--- src/rtl/ascon_stream_if.sv ---
// rtl/ascon_stream_if.sv - serial pin front-end for a parallel Ascon AEAD core
//
// Shifts key/nonce/AD/data/expected-tag in MSB-first, LANES bits per clock,
// launches the core, captures its data and tag, and shifts them back out.
// On decrypt the returned tag is compared on chip; with PT_GATE set, a
// failing compare returns an all-zero plaintext.
//
// Ports:
//   clk, rstb                  clock, asynchronous active-low reset
//   load_en, *_si              input beats (one per stream per clock)
//   decrypt, start             mode, run request (rising edge of start)
//   unload_en, data_so, tag_so output beats (current MSBs of the out regs)
//   ready, busy, auth_ok       status
//   core_*                     parallel operands, start/mode, results, done

module ascon_stream_if #(
    parameter int KEY_W   = 128,
    parameter int NONCE_W = 128,
    parameter int AD_W    = 40,
    parameter int DATA_W  = 104,
    parameter int TAG_W   = 128,
    parameter int LANES   = 1,
    parameter bit PT_GATE = 1'b1
) (
    input  logic              clk,
    input  logic              rstb,
    input  logic              load_en,
    input  logic [LANES-1:0]  key_si,
    input  logic [LANES-1:0]  nonce_si,
    input  logic [LANES-1:0]  ad_si,
    input  logic [LANES-1:0]  data_si,
    input  logic [LANES-1:0]  tag_si,
    input  logic              decrypt,
    input  logic              start,
    input  logic              unload_en,
    output logic [LANES-1:0]  data_so,
    output logic [LANES-1:0]  tag_so,
    output logic              ready,
    output logic              busy,
    output logic              auth_ok,
    output logic [KEY_W-1:0]  core_key,
    output logic [NONCE_W-1:0] core_nonce,
    output logic [AD_W-1:0]   core_ad,
    output logic [DATA_W-1:0] core_din,
    output logic              core_start,
    output logic              core_decrypt,
    input  logic [DATA_W-1:0] core_dout,
    input  logic [TAG_W-1:0]  core_tag,
    input  logic              core_done
);

    generate
        if ((LANES != 1 && LANES != 2 && LANES != 4 && LANES != 8) ||
            (KEY_W % LANES) != 0 || (NONCE_W % LANES) != 0 || (AD_W % LANES) != 0 ||
            (DATA_W % LANES) != 0 || (TAG_W % LANES) != 0) begin : g_bad_width
            $error("ascon_stream_if: LANES must be 1/2/4/8 and divide every stream width");
        end
    endgenerate

    localparam int CW = 16;
    localparam logic [CW-1:0] KEY_B   = CW'(KEY_W / LANES);
    localparam logic [CW-1:0] NONCE_B = CW'(NONCE_W / LANES);
    localparam logic [CW-1:0] AD_B    = CW'(AD_W / LANES);
    localparam logic [CW-1:0] DATA_B  = CW'(DATA_W / LANES);
    localparam logic [CW-1:0] TAG_B   = CW'(TAG_W / LANES);

    typedef enum logic [2:0] {S_IDLE, S_LOAD, S_START, S_BUSY, S_DONE} state_t;
    state_t state;

    logic [KEY_W-1:0]   key_sr;
    logic [NONCE_W-1:0] nonce_sr;
    logic [AD_W-1:0]    ad_sr;
    logic [DATA_W-1:0]  din_sr;
    logic [TAG_W-1:0]   exp_tag;
    logic [CW-1:0]      key_cnt, nonce_cnt, ad_cnt, din_cnt, tag_cnt;
    logic [DATA_W-1:0]  dout_sr;
    logic [TAG_W-1:0]   tout_sr;
    logic               start_q;

    logic key_full, nonce_full, ad_full, din_full, tag_full, all_full;
    logic start_edge, load_first, load_more, tag_match;

    assign key_full   = (key_cnt == KEY_B);
    assign nonce_full = (nonce_cnt == NONCE_B);
    assign ad_full    = (ad_cnt == AD_B);
    assign din_full   = (din_cnt == DATA_B);
    assign tag_full   = (tag_cnt == TAG_B);
    assign all_full   = key_full & nonce_full & ad_full & din_full & tag_full;

    assign start_edge = start & ~start_q;
    // A load_en in IDLE or DONE opens a new run: its beat is the first one kept.
    assign load_first = load_en && (state == S_IDLE || state == S_DONE);
    assign load_more  = load_en && (state == S_LOAD);
    assign tag_match  = (core_tag == exp_tag);

    assign core_key   = key_sr;
    assign core_nonce = nonce_sr;
    assign core_ad    = ad_sr;
    assign core_din   = din_sr;
    assign data_so    = dout_sr[DATA_W-1 -: LANES];
    assign tag_so     = tout_sr[TAG_W-1 -: LANES];

    // Input shift registers; a full stream ignores further beats.
    always_ff @(posedge clk or negedge rstb) begin
        if (!rstb) begin
            key_sr    <= '0;
            nonce_sr  <= '0;
            ad_sr     <= '0;
            din_sr    <= '0;
            exp_tag   <= '0;
            key_cnt   <= '0;
            nonce_cnt <= '0;
            ad_cnt    <= '0;
            din_cnt   <= '0;
            tag_cnt   <= '0;
        end else if (load_first) begin
            key_sr    <= KEY_W'(key_si);
            nonce_sr  <= NONCE_W'(nonce_si);
            ad_sr     <= AD_W'(ad_si);
            din_sr    <= DATA_W'(data_si);
            exp_tag   <= TAG_W'(tag_si);
            key_cnt   <= CW'(1);
            nonce_cnt <= CW'(1);
            ad_cnt    <= CW'(1);
            din_cnt   <= CW'(1);
            tag_cnt   <= CW'(1);
        end else if (load_more) begin
            if (!key_full) begin
                key_sr  <= KEY_W'({key_sr, key_si});
                key_cnt <= key_cnt + CW'(1);
            end
            if (!nonce_full) begin
                nonce_sr  <= NONCE_W'({nonce_sr, nonce_si});
                nonce_cnt <= nonce_cnt + CW'(1);
            end
            if (!ad_full) begin
                ad_sr  <= AD_W'({ad_sr, ad_si});
                ad_cnt <= ad_cnt + CW'(1);
            end
            if (!din_full) begin
                din_sr  <= DATA_W'({din_sr, data_si});
                din_cnt <= din_cnt + CW'(1);
            end
            if (!tag_full) begin
                exp_tag <= TAG_W'({exp_tag, tag_si});
                tag_cnt <= tag_cnt + CW'(1);
            end
        end
    end

    always_ff @(posedge clk or negedge rstb) begin
        if (!rstb) begin
            state        <= S_IDLE;
            start_q      <= 1'b0;
            core_start   <= 1'b0;
            core_decrypt <= 1'b0;
            busy         <= 1'b0;
            ready        <= 1'b0;
            auth_ok      <= 1'b0;
            dout_sr      <= '0;
            tout_sr      <= '0;
        end else begin
            start_q    <= start;
            core_start <= 1'b0;
            case (state)
                S_IDLE: begin
                    if (load_en) begin
                        state   <= S_LOAD;
                        ready   <= 1'b0;
                        auth_ok <= 1'b0;
                    end
                end
                S_LOAD: begin
                    // all_full reflects the fill before this cycle's beat.
                    if (start_edge && all_full) begin
                        state      <= S_START;
                        core_start <= 1'b1;
                    end
                end
                S_START: begin
                    core_decrypt <= decrypt;
                    busy         <= 1'b1;
                    state        <= S_BUSY;
                end
                S_BUSY: begin
                    if (core_done) begin
                        busy    <= 1'b0;
                        ready   <= 1'b1;
                        auth_ok <= core_decrypt ? tag_match : 1'b1;
                        dout_sr <= (PT_GATE && core_decrypt && !tag_match) ? '0 : core_dout;
                        tout_sr <= core_tag;
                        state   <= S_DONE;
                    end
                end
                S_DONE: begin
                    if (load_en) begin
                        state   <= S_LOAD;
                        ready   <= 1'b0;
                        auth_ok <= 1'b0;
                    end else if (start_edge && all_full) begin
                        state      <= S_START;
                        ready      <= 1'b0;
                        core_start <= 1'b1;
                    end else if (unload_en) begin
                        dout_sr <= dout_sr << LANES;
                        tout_sr <= tout_sr << LANES;
                    end
                end
                default: state <= S_IDLE;
            endcase
        end
    end

endmodule
--- config.mk ---
export PLATFORM = sky130hd
export DESIGN_NAME = ascon_stream_if
export DESIGN_NICKNAME = d
export VERILOG_FILES = /design/src/rtl/ascon_stream_if.sv
export SDC_FILE = /design/constraint.sdc
export NUM_CORES = 1
export LEC_CHECK = 0
export CAP_MARGIN = 20
export CELL_PAD_IN_SITES_DETAIL_PLACEMENT = 1
export CELL_PAD_IN_SITES_GLOBAL_PLACEMENT = 2
export CORE_MARGIN = 5
export CORE_UTILIZATION = 32
export DETAILED_ROUTE_END_ITERATION = 12
export PLACE_DENSITY_LB_ADDON = 0.1
export SYNTH_ARGS = -nofsm -noshare
export SYNTH_HDL_FRONTEND = slang
export SYNTH_SLANG_ARGS = --single-unit
--- constraint.sdc ---
create_clock -name clk -period 3.42 [get_ports clk]
set_input_delay 0.855 -clock clk [delete_from_list [all_inputs] [get_ports clk]]
set_output_delay 0.855 -clock clk [all_outputs]
set_load 0.02 [all_outputs]
* Yosys cells after proc, flatten, opt, wreduce, memory -nomap -nowiden
Index checks and enable logic that the tools add are counted.
** Word-level totals
- Register bits :: 849
- Input port bits :: 244
- Output and inout port bits :: 407
** Operators by class
- Add/subtract/negate cells :: 5
- Equality and inequality tests :: 22
- Multiplexer cells :: 59
- Bitwise gates (word level) :: 6
- Reductions and logical operators :: 23
** Operators with widths (count)
- 128-bit 2-to-1 mux :: 13
- 104-bit 2-to-1 mux :: 8
- 128-bit one-hot mux with 2 select lines :: 1
- 16-bit 2-to-1 mux :: 15
- 104-bit one-hot mux with 2 select lines :: 1
- 128-bit equality test :: 1
- 40-bit 2-to-1 mux :: 3
- 16-bit by 1-bit adder with 16-bit output (second input constant) :: 5
- 16-bit by 8-bit equality test with 1-bit output (second input constant) :: 3
- 16-bit by 6-bit equality test with 1-bit output (second input constant) :: 1
- 16-bit by 7-bit equality test with 1-bit output (second input constant) :: 1
- 3-bit one-hot mux with 5 select lines :: 1
- 2-bit AND reduction :: 7
- 3-bit 2-to-1 mux :: 4
- 2-bit by 1-bit inequality test with 1-bit output (second input constant) :: 6
- 2-bit inequality test (second input constant) :: 5
- 1-bit 2-to-1 mux :: 9
- 2-bit nonzero test :: 4
- 3-bit by 2-bit equality test with 1-bit output (second input constant) :: 2
- 1-bit one-hot mux with 2 select lines :: 3
- 1-bit bitwise AND :: 5
- 5-bit AND reduction :: 1
- 1-bit logical AND :: 4
- 4-bit AND reduction :: 1
- 11 further kinds :: 11

* Logic depth before layout (Yosys ltp)
Gate-level depths: netlist of the first run.
- Word-level depth :: 9
- Mapped depth :: 11
- Depth with buffers taken out :: 8

* Worst setup path before layout of the first run
Ideal clock, no wire load.
- Path type :: register -> register
- Start point :: register ad_cnt[0]
- End point :: register dout_sr[10]
- Library setup time :: 0.138 ns
- Arrival :: 2.478 ns
- Required time :: 3.282 ns
- Slack :: 0.804 ns
- Stages on the path, launching flop included :: 12
- Clock period less this slack :: 2.616 ns
- Cells stage by stage :: dfrtp_1 -> inv_1 -> ha_1 -> nor4bb_1 -> nand4_1 -> or4_4 -> o31a_1 -> buf_6 -> buf_6 -> buf_6 -> nand3_2 -> o211ai_1
** On the way
- Word-level cells in the longest chain between the ends :: 7
** Ends and longest elaborated chain
- start: declaration :: line 75 : logic [CW-1:0] key_cnt, nonce_cnt, ad_cnt, din_cnt, tag_cnt;
- start signal: assignment :: line 138 : ad_cnt <= ad_cnt + CW'(1);
- 16-bit by 6-bit equality test with 1-bit output :: line 85 : assign ad_full = (ad_cnt == AD_B);
- 1-bit bitwise AND (3 in series) :: line 88 : assign all_full = key_full & nonce_full & ad_full & din_full & tag_full;
- 1-bit logical AND :: line 200 : end else if (start_edge && all_full) begin
- 2-bit inequality test (no line)
- 5-bit AND reduction (no line)
- end signal: assignment :: line 190 : dout_sr <= (PT_GATE && core_decrypt && !tag_match) ? '0 : core_dout;
- end signal: assignment :: line 205 : dout_sr <= dout_sr << LANES;
- end: declaration :: line 76 : logic [DATA_W-1:0] dout_sr;
Every way passes these cells.
A chain may end at the register's enable or synchronous reset.

* Worst setup path in the final report of the first run
- Start point :: register ad_cnt[0]
- End point :: register tout_sr[91]
** On the way
- Word-level cells in the longest chain between the ends :: 7
** Ends and longest elaborated chain
- 16-bit by 6-bit equality test with 1-bit output :: line 85
- 1-bit bitwise AND (3 in series) :: line 88
- 1-bit logical AND :: line 200
- 2-bit inequality test (no line)
- 5-bit AND reduction (no line)
- end signal: assignment :: line 191 : tout_sr <= core_tag;
- end signal: assignment :: line 206 : tout_sr <= tout_sr << LANES;
- end: declaration :: line 77 : logic [TAG_W-1:0] tout_sr;
Every way passes these cells.

==> reports/results.ini, run 1 <==
[power]
p_per_area_mw_per_mm2=501
seqPwrFrac=0.432
p_leak_nw=21.1
netSwitchingFraction=0.264
power.internal_mw=18.4
ir_worst_vdd_uv=426
clkPwrFrac=0.460
finalPower_mw=25.0
switchingPower_mw=6.59
combPwrFrac=0.108

[yosys]
synth-seq-cells=849
yosysSeqAreaShare=0.561
synth_ff_type=dfrtp_1
synth_edf_count=0
syn_nets=4479
synthArstFlopShare=1.00
syn_area_per_cell_um2=8.96
ys_warn_count=0
synthCells=4225
synthesis.area_mm2=0.0379
synth_cell_types=51

[setup_path]
cp-end-kind=flop
criticalPathCategory=reg2reg
crit_arrival_ns=3.73
required_ns=3.94
crit_path_cell_trace=inv_1 > ha_1 > nor4bb_1 > buf_4 > nand4_1 > or4_4 > o31a_4 > buf_12 > nor2_1 > a31oi_1
slowest_delay_ns=0.56
critPathMaxFanout=110
worstRegToRegCells=10
cpMaxStageDelayCell=or4_4
startpoint_type=flop

[floorplanning]
core_area_mm2=0.118
fp-row-count=126
die-area_mm2=0.125
fp.dieH_um=354
ios=651
start_util=0.322
die_w_um=354

[timing]
slew_violations=0
hold_viol=0
fmax_mhz=312
fin_tns_setup_ns=0
tightestPinTransition_ns=1.03
clock_skew_ns=0.0223
fin_crit_sh=0.939
min_period_ns=3.21
slew_headroom=0.313
rsz0062_at_grt=false
whs_ns=0.105
setup_viol=0

[global_routing]
groute.layer.met1.usage=0.274
antenna_found_initial=18
grt_util_all_layers=0.212
grt_pass1_vias=33500
grt_start_max_net_pins=134
grt_overflow=0
met3_usage=0.0495
grt_pass1_wl_mm=210
met2_usage=0.354
top_usage_layer=met2

[clock_network]
cts_tree=built
cts_root_buffer=clkbuf_16
htree_levels=3
cts.sinks=849
cts_setup_buffers=0
numCtsBuffers=103
clk_latency_ns=0.69
path_clk_slew_ns=0.06
max-clock-path-buffers=3

[detailed_routing]
dr.pass1.iters=5
drcViolationCount=0
viasPerCell=5.03
route.vias.total=32300
ant_nets=0
wl_per_cell_um=21.4
dr.first_iter.drc_count=2088
wl_mm=137

[layout]
post-route-util=0.424
fillers=13300
nNetsFinal=5028
area_delta_synth_final_pct=31.8
drive_above_1_share=0.0737

[place]
io_buffer_count=650
gp_congestion=0.793
post-dp-hpwl_mm=93.3

[hold_path]
hold_class=in2async

[flow_run]
drv_cap=0

[outcome]
status=finished clean

-- power groups by stage --
stage / sequential, mW / combinational [mW] / clock [mW]
final: 10.8 / 2.69 / 11.5
after global routing: 10.8 / 2.95 / 12.3
after CTS: 10.8 / 2.76 / 11.9
after detailed placement: 11.0 / 2.75 / 0
after global placement: 11.0 / 2.74 / 0
after floorplan: 11.1 / 1.03 / 0
-- registers in the layout (all words and copies together), names as in the netlist, 40 cells and up --
name	count
core_ad	40
core_din	104
core_key	128
core_nonce	128
dout_sr	104
exp_tag	128
tout_sr	128
-- layout by cell type, fill, tap and decap left out, types with 4 or more instances in the layout --
cell type and instances:
a21oi_1 538, a22o_1 16, a31oi_1 133, a32o_1 4, a41o_1 4, a41oi_1 4, and2_4 4, and3_1 13
buf_12 49, buf_4 58, bufinv_16 9, clkbuf_1 21, clkbuf_16 104, clkbuf_8 30, clkdlybuf4s50_1 649, clkinv_2 18
dfrtp_1 849, diode_2 14, ha_1 10, inv_1 28, mux2_2 4, nand2_1 1427, nand2_4 4, nand3_1 168
nand3_2 54, nand4_1 24, nor2_1 187, nor3_1 14, nor4_1 46, nor4_2 4, o2111ai_1 4, o211ai_1 103
o21ai_0 37, or3_1 27, xnor2_1 29, xor2_1 139
-- worst paths after layout --
path | endpoint | slack (ns) | start
worst max-delay path | tout_sr[91] | 0.21 | ad_cnt[0]
worst min-delay path | tout_sr[50] | 0.11 | rstb
worst max register to register | tout_sr[91] | 0.21 | ad_cnt[0]
worst min register to register | busy | 0.49 | busy
max in group asynchronous | core_din[74] | 2.28 | rstb
min in group clk | busy | 0.49 | busy
-- per-layer routing --
layer / up-vias / share of wire / wire length [um]
li1: 15200 / - / -
met2: 606 / 0.48 / 66200
met1: 16200 / 0.43 / 59100
met5: - / 0.00015 / 21
met4: 4 / 0.033 / 4540
met3: 183 / 0.055 / 7500
-- cell usage after synthesis (32+ instances only) --
| cell | count | area share |
|---|---|---|
| nand3_1 | 168 | 0.022 |
| o211ai_1 | 103 | 0.020 |
| buf_1 | 33 | 0.0033 |
| nor2_1 | 187 | 0.019 |
| dfrtp_1 | 849 | 0.56 |
| nand2_1 | 1431 | 0.14 |
| nand3_2 | 54 | 0.014 |
| a21oi_1 | 538 | 0.071 |
| xor2_1 | 139 | 0.032 |
| clkbuf_1 | 228 | 0.023 |
| a31oi_1 | 133 | 0.022 |
| o21ai_0 | 37 | 0.0049 |
| nor4_1 | 46 | 0.0076 |
| buf_6 | 32 | 0.0095 |
-- kinds of logic (layout without fill, tap and decap cells) --
logic type / Yosys count / count (layout) / share of synthesized area
xor gates and xnor gates: 168 / 168 / 0.0389
buffers and inverters: 341 / 974 / 0.0420
other: 0 / 14 / 0
adders and majority gates: 10 / 10 / 0.00330
DFF: 849 / 849 / 0.561
AOI/OAI and AO/OA: 857 / 857 / 0.129
muxes: 4 / 4 / 0.00119
and+or+nand+nor: 1996 / 1996 / 0.225
-- worst max-delay path, delay by kind of cell (launching register included) --
family | cells | cell delay [ns]
adders and majority gates | 1 | 0.15
DFF | 1 | 0.42
buffers and inverters | 3 | 0.52
AOI/OAI and AO/OA | 2 | 0.60
and+or+nand+nor | 4 | 1.22
-- metrics by stage --
stage,worst slack [ns],instance area (um^2),cells
floorplan,0.804,37900,4225
global placement,-0.144,46300,6205
detailed placement,-0.197,46300,6205
CTS,0.0774,49900,6394
global route,0.0489,49900,6402
finish,0.210,49900,6408
-- layout make-up --
type | instances | area (um^2) | share of cell area
Timing Repair Buffer | 757 | 7930 | 0.159
Antenna cell | 14 | 35.0 | 0.000702
Inverter | 28 | 105 | 0.00211
Clock buffer | 155 | 3090 | 0.0620
Sequential cell | 849 | 21200 | 0.426
Clock inverter | 34 | 454 | 0.00910
Multi-Input combinational cell | 3035 | 15100 | 0.303
Tap cell | 1536 | 1920 | 0.0385
-- repair_timing --
item | CTS | global route
setup endpoints to repair | 0 | 94
resized for setup | 0 | 1
hold buffers | 0 | 0
(Power assumes the default switching activity.)
==> run 2: changes to the inputs <==
--- a/config.mk
+++ b/config.mk
@@ -6,12 +6,13 @@
 export NUM_CORES = 1
 export LEC_CHECK = 0
 export CAP_MARGIN = 20
-export CELL_PAD_IN_SITES_DETAIL_PLACEMENT = 1
+export CELL_PAD_IN_SITES_DETAIL_PLACEMENT = 0
 export CELL_PAD_IN_SITES_GLOBAL_PLACEMENT = 2
 export CORE_MARGIN = 5
 export CORE_UTILIZATION = 32
 export DETAILED_ROUTE_END_ITERATION = 12
 export PLACE_DENSITY_LB_ADDON = 0.1
+export SLEW_MARGIN = 20
 export SYNTH_ARGS = -nofsm -noshare
 export SYNTH_HDL_FRONTEND = slang
 export SYNTH_SLANG_ARGS = --single-unit
==> run 2 against run 1 <==
Effect of this change: via count down 1.9%; critical path depth is the same; first-iteration DRC count increased by 10%; power fell by 1.4%; sequential share of layout area increased by 0.095 points; clock skew is 0.00089 ns higher; critical path type unchanged.
==> reports/results.ini, run 2 (synthesized netlist as in run 1, its figures left out) <==
[outcome]
status=finished clean  ; unchanged

[detailed_routing]
wl_mm=132  ; was 137 mm
dr.pass1.iters=5  ; unchanged
drcViolationCount=0  ; unchanged
dr.first_iter.drc_count=2302  ; was 2088
wl_per_cell_um=20.6  ; was 21.4 um
route.vias.total=31600  ; was 32300
viasPerCell=4.94  ; was 5.03
ant_nets=0  ; unchanged

[setup_path]
startpoint_type=flop  ; unchanged
slowest_delay_ns=0.57  ; was 0.56 ns
cpMaxStageDelayCell=or4_4  ; unchanged
required_ns=3.93  ; was 3.94 ns
critPathMaxFanout=110  ; unchanged
cp-end-kind=flop  ; unchanged
crit_path_cell_trace=inv_1 > ha_1 > nor4bb_1 > buf_4 > nand4_1 > or4_4 > o31a_4 > buf_12 > nor2_1 > a31oi_1  ; unchanged
crit_arrival_ns=3.74  ; was 3.73 ns
criticalPathCategory=reg2reg  ; unchanged

[clock_network]
path_clk_slew_ns=0.06  ; about the same
numCtsBuffers=102  ; was 103
cts_root_buffer=clkbuf_16  ; unchanged
cts_tree=built  ; unchanged
cts.sinks=849  ; unchanged
max-clock-path-buffers=3  ; unchanged
hold_buffers=0  ; unchanged
clk_latency_ns=0.68  ; was 0.69 ns
htree_levels=3  ; unchanged

[layout]
drive_above_1_share=0.0721  ; was 0.0737
final_cell_mix=nand2_1, dfrtp_1, clkdlybuf4s50_1  ; unchanged
multi_input_area_mm2=0.0151  ; unchanged
final_common_cell=nand2_1  ; unchanged
regArea_mm2=0.0212  ; unchanged
nNetsFinal=5027  ; was 5028
area_delta_synth_final_pct=31.5  ; was 31.8%
post-route-util=0.423  ; was 0.424
fillers=11700  ; was 13300

[global_routing]
grt_overflow=0  ; unchanged
top_usage_layer=met2  ; unchanged
antenna_found_initial=15  ; was 18
groute.layer.met1.usage=0.267  ; was 0.274
grt_pass1_vias=31600  ; was 33500
grt_start_max_net_pins=134  ; unchanged
met3_usage=0.0475  ; was 0.0495
grt_pass1_wl_mm=201  ; was 210 mm
met2_usage=0.335  ; was 0.354
grt_util_all_layers=0.204  ; was 0.212

[power]
combPwrFrac=0.109  ; was 0.108
switchingPower_mw=6.44  ; was 6.59 mW
ir_worst_vdd_uv=333  ; was 426 uV
netSwitchingFraction=0.261  ; was 0.264
power.internal_mw=18.2  ; was 18.4 mW
finalPower_mw=24.6  ; was 25.0 mW
p_per_area_mw_per_mm2=495  ; was 501 mW/mm^2
seqPwrFrac=0.438  ; was 0.432
clkPwrFrac=0.453  ; was 0.460
p_leak_nw=21.0  ; was 21.1 nW

[floorplanning]
die-area_mm2=0.125  ; unchanged
fp-row-count=126  ; unchanged
core_area_mm2=0.118  ; unchanged
ios=651  ; unchanged
fp.dieH_um=354  ; unchanged
die_w_um=354  ; unchanged
start_util=0.322  ; unchanged

[timing]
fin_tns_setup_ns=0  ; unchanged
min_period_ns=3.23  ; was 3.21 ns
whs_ns=0.124  ; was 0.105 ns
slew_headroom=0.319  ; was 0.313
setup_viol=0  ; unchanged
hold_viol=0  ; unchanged
slew_violations=0  ; unchanged
fmax_mhz=310  ; was 312 MHz
clock_skew_ns=0.0232  ; was 0.0223 ns
rsz0062_at_grt=false  ; unchanged
tightestPinTransition_ns=1.02  ; was 1.03 ns
fin_crit_sh=0.945  ; was 0.939

[hold_path]
hold_class=in2async  ; unchanged

[flow_run]
drv_cap=0  ; unchanged

[place]
gp_congestion=0.793  ; unchanged
io_buffer_count=650  ; unchanged
post-dp-hpwl_mm=89.1  ; was 93.3 mm

## run 2: changes by cell type in the layout (fill, tap and decap cells not counted), moves of 2 or more
cell	change
bufinv_16	-4
clkinv_2	-7
clkinv_8	-2
diode_2	-4
clkbuf_8	+6
clkbuf_1	+6
## run 2: what timing repair did
action	CTS	global route
setup buffers	0	0
endpoints found under the setup margin	0	84
resized for setup	0	1
hold endpoints to repair	0	0
## run 2: layer usage
layer  vias to the layer above  routed length, um
met3                       182               7070
met1                     15500              57300
met4                         6               4340
li1                      15300                  -
met2                       659              63400
met5                         -                 40
## run 2: power groups by stage
stage	Clock, mW	Combinational (mW)	Sequential, mW
2_1_floorplan	0	1.03	11.1
3_3_place_gp	0	2.74	11.0
3_5_place_dp	0	2.73	11.0
4_1_cts	11.6	2.74	10.8
5_1_grt	11.9	2.93	10.8
6_report	11.2	2.68	10.8
## run 2: worst paths after layout
path	start	endpoint	slack, ns	cells past startpoint
min in group clk	busy	busy	0.48	1
max in group asynchronous	rstb	core_ad[10]	2.27	2
min	rstb	tout_sr[50]	0.12	1
min reg2reg	busy	busy	0.48	1
max reg2reg	ad_cnt[0]	tout_sr[44]	0.19	10
max	ad_cnt[0]	tout_sr[44]	0.19	10
## run 2: layout make-up
cell class	instances	share of cell area
multi-input cells	3035	0.304
clock inverters	20	0.00498
diodes	10	0.000503
well taps	1536	0.0386
repair buffers	757	0.159
clock buffers	167	0.0643
inverters	28	0.00211
flip-flops and latches	849	0.427
## run 2: per-stage QoR
step,std cells,worst slack (ns),area [um^2]
detailed placement,6205,-0.144,46300
floorplan,4225,0.804,37900
global route,6397,0.0727,49800
global placement,6205,-0.144,46300
CTS,6392,0.0707,49800
finish,6402,0.189,49800
## run 2: worst max-delay path, delay by kind of cell (launching register included)
family,cells,cell delay (ns)
AND/OR/NAND/NOR,4,1.23
AO/OA/AOI/OAI,2,0.61
buffers and inverters,3,0.53
flip-flops,1,0.42
adder cells (fa/ha/maj),1,0.15
==> run 3: changes to the inputs <==
--- a/config.mk
+++ b/config.mk
@@ -11,6 +11,7 @@
 export CORE_MARGIN = 5
 export CORE_UTILIZATION = 32
 export DETAILED_ROUTE_END_ITERATION = 12
+export GPL_TIMING_DRIVEN = 0
 export PLACE_DENSITY_LB_ADDON = 0.1
 export SLEW_MARGIN = 20
 export SYNTH_ARGS = -nofsm -noshare
==> run 3 against run 2 <==
Effect of this change: critical path depth down 1; worst hold slack worse by 0.078 ns; sequential share of layout area is 0.20 points lower; final cell count increased by 3.3%; flip-flop and latch count unchanged; critical endpoint is now dout_sr[97]; largest cell class unchanged; first-iteration DRC count up 5.3%; largest power group unchanged; die area unchanged; via count rose by 3.3%; global-route usage increased by 0.96 points; clock skew grew 0.0040 ns; routed wire length increased by 4.5%.
==> reports/results.ini, run 3 (synthesized netlist as in run 1, its figures left out) <==
[clock_network]
clk_latency_ns=0.68  ; about the same
cts_root_buffer=clkbuf_16  ; unchanged
cts_tree=built  ; unchanged
max-clock-path-buffers=3  ; unchanged
cts.sinks=849  ; unchanged
htree_levels=3  ; unchanged
path_clk_slew_ns=0.06  ; about the same
numCtsBuffers=101  ; was 102

[timing]
tightestPinTransition_ns=1.08  ; was 1.02 ns
min_period_ns=3.31  ; was 3.23 ns
final.setup.worst_slack_ns=0.111  ; was 0.189 ns
slew_violations=0  ; unchanged
setup_viol=0  ; unchanged
slew_headroom=0.280  ; was 0.319
clock_skew_ns=0.0272  ; was 0.0232 ns
whs_ns=0.0458  ; was 0.124 ns
rsz0062_at_grt=false  ; unchanged
fmax_mhz=302  ; was 310 MHz
fin_tns_setup_ns=0  ; unchanged
hold_viol=0  ; unchanged
fin_crit_sh=0.967  ; was 0.945

[global_routing]
grt_pass1_vias=32600  ; was 31600
antenna_found_initial=14  ; was 15
grt_util_all_layers=0.213  ; was 0.204
grt_pass1_wl_mm=208  ; was 201 mm
grt_start_max_net_pins=125  ; was 134
grt_overflow=0  ; unchanged

[floorplanning]
die-area_mm2=0.125  ; unchanged
start_util=0.322  ; unchanged
core_area_mm2=0.118  ; unchanged
die_w_um=354  ; unchanged
fp.dieH_um=354  ; unchanged
ios=651  ; unchanged
fp-row-count=126  ; unchanged

[place]
placed_area_mm2=0.0465  ; was 0.0463 mm^2
post-dp-hpwl_mm=99.4  ; was 89.1 mm
pre_cts_ws_ns=-1.49  ; was -0.144 ns
gp_congestion=0.811  ; was 0.793
io_buffer_count=650  ; unchanged
dp_cells=6419  ; was 6205

[layout]
fin_area_mm2=0.0500  ; was 0.0498 mm^2
drive_above_1_share=0.0612  ; was 0.0721
final_common_cell=nand2_1  ; unchanged
post-route-util=0.425  ; was 0.423
fin_cells=6614  ; was 6402
area_delta_synth_final_pct=32.1  ; was 31.5%
nNetsFinal=5242  ; was 5027
fillers=11800  ; was 11700
final_cell_mix=nand2_1, dfrtp_1, clkdlybuf4s50_1  ; unchanged

[setup_path]
required_ns=3.94  ; was 3.93 ns
crit_arrival_ns=3.82  ; was 3.74 ns
criticalPathCategory=in2reg  ; was reg2reg
critPathMaxFanout=10  ; was 110
cp-end-kind=flop  ; unchanged
startpoint_type=input port  ; was flop

[power]
ir_worst_vdd_uv=395  ; was 333 uV
p_per_area_mw_per_mm2=488  ; was 495 mW/mm^2
p_leak_nw=21.0  ; about the same
finalPower_mw=24.4  ; was 24.6 mW

[detailed_routing]
dr.first_iter.drc_count=2424  ; was 2302
wl_per_cell_um=20.9  ; was 20.6 um
dr.pass1.iters=5  ; unchanged
ant_nets=0  ; unchanged
wl_mm=138  ; was 132 mm
viasPerCell=4.94  ; about the same
drcViolationCount=0  ; unchanged
route.vias.total=32700  ; was 31600

[hold_path]
hold_class=in2async  ; unchanged

[flow_run]
drv_cap=0  ; unchanged

[outcome]
status=finished clean  ; unchanged

-- run 3: cell count changes in the layout (fill, tap and decap cells not counted), sizes merged --
cell,delta
clkinv,+5
clkbuf,+220
inv,-1
bufinv,-1
clkinvlp,+1
buf,-13
clkdlybuf4s15,+1
-- run 3: timing repair --
item                                    4_1_cts  5_1_grt
pin swaps                                     1        0
setup buffers                                 2        0
gates resized for setup                      16       19
hold buffers                                  0        0
endpoints found under the setup margin      245      299
-- run 3: power by group --
| part | switching (mW) | internal (mW) | total [mW] | leakage (nW) |
|---|---|---|---|---|
| Clock | 4.50 | 6.45 | 10.9 | 1.65 |
| Combinational | 1.69 | 0.990 | 2.68 | 7.65 |
| Sequential | 0.359 | 10.4 | 10.8 | 11.7 |
-- run 3: worst max-delay path, cell delays in order --
cell             delay (ns)
clkdlybuf4s50_1        0.53
xor2_1                 0.52
nor4_1                 0.15
nand4_1                0.20
nor4_4                 0.10
a21boi_2               0.43
clkbuf_2               0.37
clkbuf_1               0.45
o211ai_1               0.19
-- run 3: cell type report --
type | instances | area [um^2] | share of cell area
inverters | 28 | 105 | 0.00210
clock inverters | 24 | 253 | 0.00505
multi-input cells | 3035 | 15100 | 0.302
repair buffers | 660 | 6750 | 0.135
well taps | 1536 | 1920 | 0.0384
plain buffers | 313 | 1510 | 0.0301
clock buffers | 159 | 3080 | 0.0616
diodes | 10 | 25.0 | 0.000500
flip-flops and latches | 849 | 21200 | 0.425
-- run 3: final timing paths --
path / startpoint / endpoint / slack [ns] / cells past startpoint
worst max-delay path: core_tag[74] / dout_sr[97] / 0.11 / 9
worst min-delay path: rstb / tout_sr[52] / 0.05 / 1
worst max register to register: ad_cnt[0] / dout_sr[97] / 0.30 / 11
worst min register to register: dout_sr[0] / dout_sr[0] / 0.49 / 2
max in group asynchronous: rstb / core_din[57] / 1.30 / 4
min in group clk: dout_sr[0] / dout_sr[0] / 0.49 / 2
-- run 3: layer usage --
layer  wire [um]  part of all wire  track usage  vias to the layer above
met4        4370             0.032       0.0706                        6
met1       59800              0.43        0.277                    16000
met2       66600              0.48        0.356                      749
met3        7340             0.053       0.0455                      203
met5          41           0.00030            0                        -
li1            -                 -            -                    15700
